===== src/rtl/tx_word_serializer_pkg.sv =====
// Shared types and helpers for the word-to-byte UART transmit sequencer.
package tx_pkg;

  typedef enum logic [1:0] {IDLE, START, WAIT_ACK, WAIT_DONE} tx_state_t;

  localparam int UART_BYTE_W = 8;

  function automatic int nbytes(int w);
    return w / UART_BYTE_W;
  endfunction

endpackage


===== src/rtl/tx_word_serializer_if.sv =====
// Producer/UART-side signal bundle of tx_word_serializer; slave is the sequencer's view.
interface tx_word_serializer_if #(
  parameter int DATA_W = 16
);

  logic                          send_req;
  logic [DATA_W-1:0]             raw_data;
  logic                          send_ready;
  logic                          tx_busy;
  logic                          tx_start;
  logic [tx_pkg::UART_BYTE_W-1:0] tx_data;
  logic                          done;
  logic                          retry_err;

  modport master (
    output send_req, raw_data, tx_busy,
    input  send_ready, tx_start, tx_data, done, retry_err
  );

  modport slave (
    input  send_req, raw_data, tx_busy,
    output send_ready, tx_start, tx_data, done, retry_err
  );

endinterface


===== src/rtl/tx_word_serializer.sv =====
// Latches a DATA_W-bit word and hands it to a byte UART one byte at a time,
// optionally followed by an XOR checksum byte, with ack-timeout re-issue.
module tx_word_serializer
  import tx_pkg::*;
#(
  parameter int DATA_W      = 16,
  parameter bit MSB_FIRST   = 1'b0,
  parameter bit CHECKSUM_EN = 1'b0,
  parameter int ACK_TIMEOUT = 16
) (
  input logic                  clk,
  input logic                  reset,
  tx_word_serializer_if.slave  bus
);

  localparam int NBYTES = nbytes(DATA_W);
  localparam int NTOT   = NBYTES + (CHECKSUM_EN ? 1 : 0);
  localparam int IW     = $clog2(NTOT + 1);
  localparam int TW     = (ACK_TIMEOUT > 1) ? $clog2(ACK_TIMEOUT) : 1;

  if ((DATA_W % 8) != 0 || DATA_W < 8 || DATA_W > 64) begin : g_bad_width
    $error("tx_word_serializer: DATA_W must be a multiple of 8 in 8..64");
  end

  tx_state_t         state_q, state_d;
  logic [DATA_W-1:0] shreg_q, shreg_d;
  logic [IW-1:0]     byte_idx_q, byte_idx_d;
  logic [TW-1:0]     timer_q, timer_d;
  logic [7:0]        checksum_q, checksum_d;
  logic [7:0]        tx_data_q, tx_data_d;
  logic              retry_err_q, retry_err_d;
  logic              done_c;

  // Index NBYTES (or any index past the data bytes) selects the checksum.
  function automatic logic [7:0] pick(logic [DATA_W-1:0] w, logic [IW-1:0] k,
                                      logic [7:0] cs);
    logic [7:0] b;
    b = cs;
    for (int unsigned i = 0; i < NBYTES; i++) begin
      if (k == IW'(i)) b = MSB_FIRST ? w[8*(NBYTES-1-i) +: 8] : w[8*i +: 8];
    end
    return b;
  endfunction

  always_ff @(posedge clk) begin
    if (reset) begin
      state_q     <= IDLE;
      shreg_q     <= '0;
      byte_idx_q  <= '0;
      timer_q     <= '0;
      checksum_q  <= '0;
      tx_data_q   <= '0;
      retry_err_q <= 1'b0;
    end else begin
      state_q     <= state_d;
      shreg_q     <= shreg_d;
      byte_idx_q  <= byte_idx_d;
      timer_q     <= timer_d;
      checksum_q  <= checksum_d;
      tx_data_q   <= tx_data_d;
      retry_err_q <= retry_err_d;
    end
  end

  always_comb begin
    state_d     = state_q;
    shreg_d     = shreg_q;
    byte_idx_d  = byte_idx_q;
    timer_d     = timer_q;
    checksum_d  = checksum_q;
    retry_err_d = retry_err_q;
    done_c      = 1'b0;
    unique case (state_q)
      IDLE: begin
        if (bus.send_req) begin
          shreg_d    = bus.raw_data;
          byte_idx_d = '0;
          checksum_d = '0;
          state_d    = START;
        end
      end
      START: begin
        timer_d = '0;
        state_d = WAIT_ACK;
      end
      WAIT_ACK: begin
        if (bus.tx_busy) begin
          state_d = WAIT_DONE;
        end else if (timer_q == TW'(ACK_TIMEOUT - 1)) begin
          retry_err_d = 1'b1;
          state_d     = START;
        end else begin
          timer_d = timer_q + 1'b1;
        end
      end
      WAIT_DONE: begin
        if (!bus.tx_busy) begin
          if (byte_idx_q == IW'(NTOT - 1)) begin
            done_c  = 1'b1;
            state_d = IDLE;
          end else begin
            checksum_d = checksum_q ^ pick(shreg_q, byte_idx_q, checksum_q);
            byte_idx_d = byte_idx_q + 1'b1;
            state_d    = START;
          end
        end
      end
      default: state_d = IDLE;
    endcase
    // Load the byte on entry to START from next-state values so it is valid
    // during the tx_start cycle itself and held until the byte completes.
    tx_data_d = (state_d == START) ? pick(shreg_d, byte_idx_d, checksum_d) : tx_data_q;
  end

  assign bus.send_ready = (state_q == IDLE);
  assign bus.tx_start   = (state_q == START);
  assign bus.tx_data    = tx_data_q;
  assign bus.done       = done_c;
  assign bus.retry_err  = retry_err_q;

endmodule


===== src/flat_wrapper.sv =====
// flat-port wrapper written by rule: the top's interface ports become plain ports
module tx_word_serializer_flat import tx_pkg::*;
#(
  parameter int DATA_W      = 16,
  parameter bit MSB_FIRST   = 1'b0,
  parameter bit CHECKSUM_EN = 1'b0,
  parameter int ACK_TIMEOUT = 16
)
  (clk, reset, bus_send_req, bus_raw_data, bus_tx_busy, bus_send_ready, bus_tx_start, bus_tx_data, bus_done, bus_retry_err);
  tx_word_serializer_if #(.DATA_W(DATA_W)) bus_i ();
  input logic clk;
  input logic reset;
  input wire logic [$bits(bus_i.send_req)-1:0] bus_send_req;
  input wire logic [$bits(bus_i.raw_data)-1:0] bus_raw_data;
  input wire logic [$bits(bus_i.tx_busy)-1:0] bus_tx_busy;
  output wire logic [$bits(bus_i.send_ready)-1:0] bus_send_ready;
  output wire logic [$bits(bus_i.tx_start)-1:0] bus_tx_start;
  output wire logic [$bits(bus_i.tx_data)-1:0] bus_tx_data;
  output wire logic [$bits(bus_i.done)-1:0] bus_done;
  output wire logic [$bits(bus_i.retry_err)-1:0] bus_retry_err;
  assign bus_i.send_req = bus_send_req;
  assign bus_i.raw_data = bus_raw_data;
  assign bus_i.tx_busy = bus_tx_busy;
  assign bus_send_ready = bus_i.send_ready;
  assign bus_tx_start = bus_i.tx_start;
  assign bus_tx_data = bus_i.tx_data;
  assign bus_done = bus_i.done;
  assign bus_retry_err = bus_i.retry_err;
  tx_word_serializer #(.DATA_W(DATA_W), .MSB_FIRST(MSB_FIRST), .CHECKSUM_EN(CHECKSUM_EN), .ACK_TIMEOUT(ACK_TIMEOUT)) u_core (.clk(clk), .reset(reset), .bus(bus_i));
endmodule

===== config.mk =====
export PLATFORM = sky130hd
export DESIGN_NAME = tx_word_serializer_flat
export DESIGN_NICKNAME = d
export VERILOG_FILES = /design/src/rtl/tx_word_serializer_pkg.sv /design/src/rtl/tx_word_serializer_if.sv /design/src/rtl/tx_word_serializer.sv /design/src/flat_wrapper.sv
export SDC_FILE = /design/constraint.sdc
export NUM_CORES = 1
export LEC_CHECK = 0
export CAP_MARGIN = 20
export CELL_PAD_IN_SITES_DETAIL_PLACEMENT = 1
export CELL_PAD_IN_SITES_GLOBAL_PLACEMENT = 2
export CORE_MARGIN = 5
export CORE_UTILIZATION = 33
export CTS_BUF_LIST = sky130_fd_sc_hd__clkbuf_8
export DETAILED_ROUTE_END_ITERATION = 16
export PLACE_DENSITY_LB_ADDON = 0.1
export SYNTH_ARGS = -nofsm -noshare
export SYNTH_HDL_FRONTEND = slang
export SYNTH_SLANG_ARGS = --single-unit

===== constraint.sdc =====
create_clock -name clk -period 3.1 [get_ports clk]
set_clock_uncertainty 0.15 [all_clocks]
set_input_delay 0.31 -clock clk [delete_from_list [all_inputs] [get_ports clk]]
set_output_delay 0.31 -clock clk [all_outputs]
set_load 0.01 [all_outputs]

==> impl_metrics.py <==
metrics = {
    "placed_design": {
        "port_buffers": 31,
        "placed_cells": 340,
        "postPlaceCellArea_sq_um": 2460,
        "hpwl_mm": 4.13,
        "routabilityCongestion": 0.732,
        "place_ws_ns": 0.413,
    },
    "die": {
        "die_w_um": 89.4,
        "fp-row-count": 29,
        "floorplan.initialDensity_pct": 33.3,
        "die_h_um": 89.4,
        "coreArea_sq_um": 6240,
        "io_pins": 32,
        "dieArea_sq_um": 7990,
    },
    "power_and_ir_drop": {
        "p_leak_nw": 0.938,
        "p_clk_share_pct": 20.7,
        "ir_drop_v": 0.000346,
        "pwr-share-comb_pct": 46.5,
        "switching_share_pct": 38.2,
        "p_sw_mw": 0.789,
        "power_per_cell_area_nw_per_um2": 805,
        "cellInternalPower_mw": 1.28,
        "pwr-share-seq_pct": 32.8,
    },
    "yosys": {
        "netlist_instances": 238,
        "ys_ff_latch": 41,
        "synth_area_per_cell_sq_um": 8.73,
        "synth_flop_cell": "dfxtp_1",
        "ys_types": 48,
        "synth.cell_area_sq_um": 2080,
        "ys_warn_count": 0,
        "synthArstFlopShare_pct": 0,
        "synth_enable_flop_cells": 0,
        "synthesis.nets": 263,
        "ys_seq_area_share_pct": 39.5,
    },
    "timing": {
        "rsz0062_at_grt": "no",
        "post-route-min-period_ns": 2.57,
        "setup_slack_ns": 0.527,
        "slew_viol_final": 0,
        "finalCritPeriodShare_pct": 83.0,
        "tightestPinTransition_ns": 0.558,
        "setup_viol": 0,
        "slew_headroom_pct": 62.7,
        "fmax_mhz": 389,
        "final-hold-violation-count": 0,
        "holdWs_ns": 0.336,
        "final.setup.tns_ns": 0,
    },
    "routing": {
        "wl_mm": 5.79,
        "viasPerCell": 5.31,
        "vias": 1843,
        "drt_pre_antenna_iters": 3,
        "drtIter0Drc": 55,
        "route.detailed.drc": 0,
        "ant_nets": 0,
        "wl_per_cell_um": 16.7,
    },
    "worst_setup_path": {
        "crit_slowest_cell": "a211o_1",
        "crit_family": "compound AO/OA/AOI/OAI gates",
        "slowest_delay_ns": 0.44,
        "path_class": "flip-flop to flip-flop",
        "crit_required_ns": 3.13,
        "critPathMaxFanout": 9,
        "crit_arrival_ns": 2.61,
        "cp-end-kind": "flip-flop",
        "crit_path_start_kind": "flip-flop",
        "crit_buf_inv": 1,
        "path_cells": "inv_1 > ha_1 > and2b_1 > and4b_1 > a211o_1 > a221oi_1 > a211oi_1",
    },
    "clock_network": {
        "cts_num_sinks": 41,
        "insertion_delay_ns": 0.30,
        "cts_hold_buf": 0,
        "clockRootBuffer": "clkbuf_8",
        "clock_path_buffers": 2,
        "postCtsResizedCells": 0,
        "clkTransAtPathRegs_ns": 0.09,
        "htreeDepth": 2,
        "cts_tree": "yes",
        "cts_buffers": 5,
        "cts_setup_buffers": 0,
    },
    "outcome": {
        "outcome": "completed",
    },
    "layout": {
        "drive_gt1_share_pct": 10.0,
        "diodes": 0,
        "final_cells": 347,
        "nets": 295,
        "final_area_sq_um": 2570,
        "syn_to_final_growth_pct": 23.6,
    },
    "global_route": {
        "antenna_found_initial": 0,
        "grt-ovfl-total": 0,
        "grt_pass1_wl_mm": 9.68,
        "grtUsageTotal_pct": 15.9,
        "grt_pass1_vias": 1916,
        "grt_max_degree": 24,
    },
    "job": {
        "cap_violations": 0,
    },
    "min_path": {
        "hold_class": "flip-flop to flip-flop",
    },
}
cells in the mapped netlist, types with 3 or more instances:
cell type  count  area [sq um]
a211o_1        3          26.3
a211oi_1       3          22.5
a21oi_1       20           100
a311oi_1       7          61.3
a31oi_1        3          18.8
buf_2          4          20.0
clkbuf_1       5          18.8
dfxtp_1       41           821
ha_1           5          62.6
inv_1         12          45.0
mux2_2         7          78.8
mux2i_1       10           100
nand2_1       11          41.3
nand2b_1       5          31.3
nor2_1        36           135
nor2b_1       12          75.1
nor3_1         5          25.0
nor3b_1        3          22.5
o21ai_0        5          25.0
o221ai_1       5          43.8
o22ai_1        6          37.5
per-layer routing:
| layer | part of all wire (%) | vias up | track usage [%] |
|---|---|---|---|
| met5 | 0 | - | 0 |
| met4 | 1.3 | 0 | 4.87 |
| met3 | 2.9 | 7 | 3.32 |
| met2 | 48 | 20 | 26.7 |
| met1 | 48 | 898 | 20.6 |
| li1 | - | 918 | - |
power groups by stage:
stage / Sequential (mW) / Combinational, mW / Clock [mW]
after floorplan: 0.684 / 0.670 / 0
after global placement: 0.693 / 0.971 / 0
after detailed placement: 0.692 / 0.974 / 0
after CTS: 0.680 / 0.981 / 0.441
after global routing: 0.691 / 1.06 / 0.467
final: 0.678 / 0.962 / 0.429
cells by family after synthesis:
logic type | share of synthesized area [%]
simple gates | 20.1
compound gates | 22.3
flops | 39.5
buf+inv | 5.66
mux | 8.61
fa+ha+maj | 3.01
xor+xnor | 0.843
metrics by stage:
stage / utilization [%] / total power [mW]
after floorplan: - / 1.35
after global placement: 39.5 / 1.66
after detailed placement: 39.5 / 1.67
after CTS: 41.2 / 2.10
after global routing: 41.2 / 2.22
final: 41.2 / 2.07
worst register-to-register path, stage by stage, from the launching register on:
cell and delay, ns:
dfxtp_1 0.36, inv_1 0.13, ha_1 0.31, and2b_1 0.35, and4b_1 0.24, a211o_1 0.44
a221oi_1 0.37, a211oi_1 0.12
worst paths after layout:
path | startpoint | end | slack [ns] | cells after the start
max | u_core.state_q[0] | u_core.bus.tx_data[3] | 0.53 | 7
min | u_core.bus.retry_err | u_core.bus.retry_err | 0.34 | 2
max reg2reg | u_core.state_q[0] | u_core.bus.tx_data[3] | 0.53 | 7
min reg2reg | u_core.bus.retry_err | u_core.bus.retry_err | 0.34 | 2
state kept, by name, indices dropped and copies added (netlist names):
name / cells
u_core.byte_idx_q: 2
u_core.shreg_q: 16
u_core.timer_q: 4
u_core.state_q: 2
u_core.bus.tx_data: 8
u_core.checksum_q: 8
u_core.bus.retry_err: 1
layout make-up:
type                       count  area (sq um)
clock buffer                   5          68.8
multi-input combinational    172          1140
fill                         756          3670
tap                           77          96.3
clock inverter                 2          35.0
timing repair buffer          38           363
inverter                      12          45.0
sequential                    41           821
cells in the final DEF (no fill, tap or decap), drive strengths merged, types with 4 or more instances in the layout:
cell	synthesis	layout
a211oi	4	4
a21oi	20	20
a311oi	7	7
buf	8	7
clkbuf	5	5
clkdlybuf4s50	0	31
dfxtp	41	41
ha	5	5
inv	12	12
mux2	7	7
mux2i	10	10
nand2	11	11
nand2b	5	5
nor2	36	36
nor2b	12	12
nor3	5	5
o21ai	5	5
o221ai	5	5
o22ai	6	6
(Power assumes the default switching activity.)
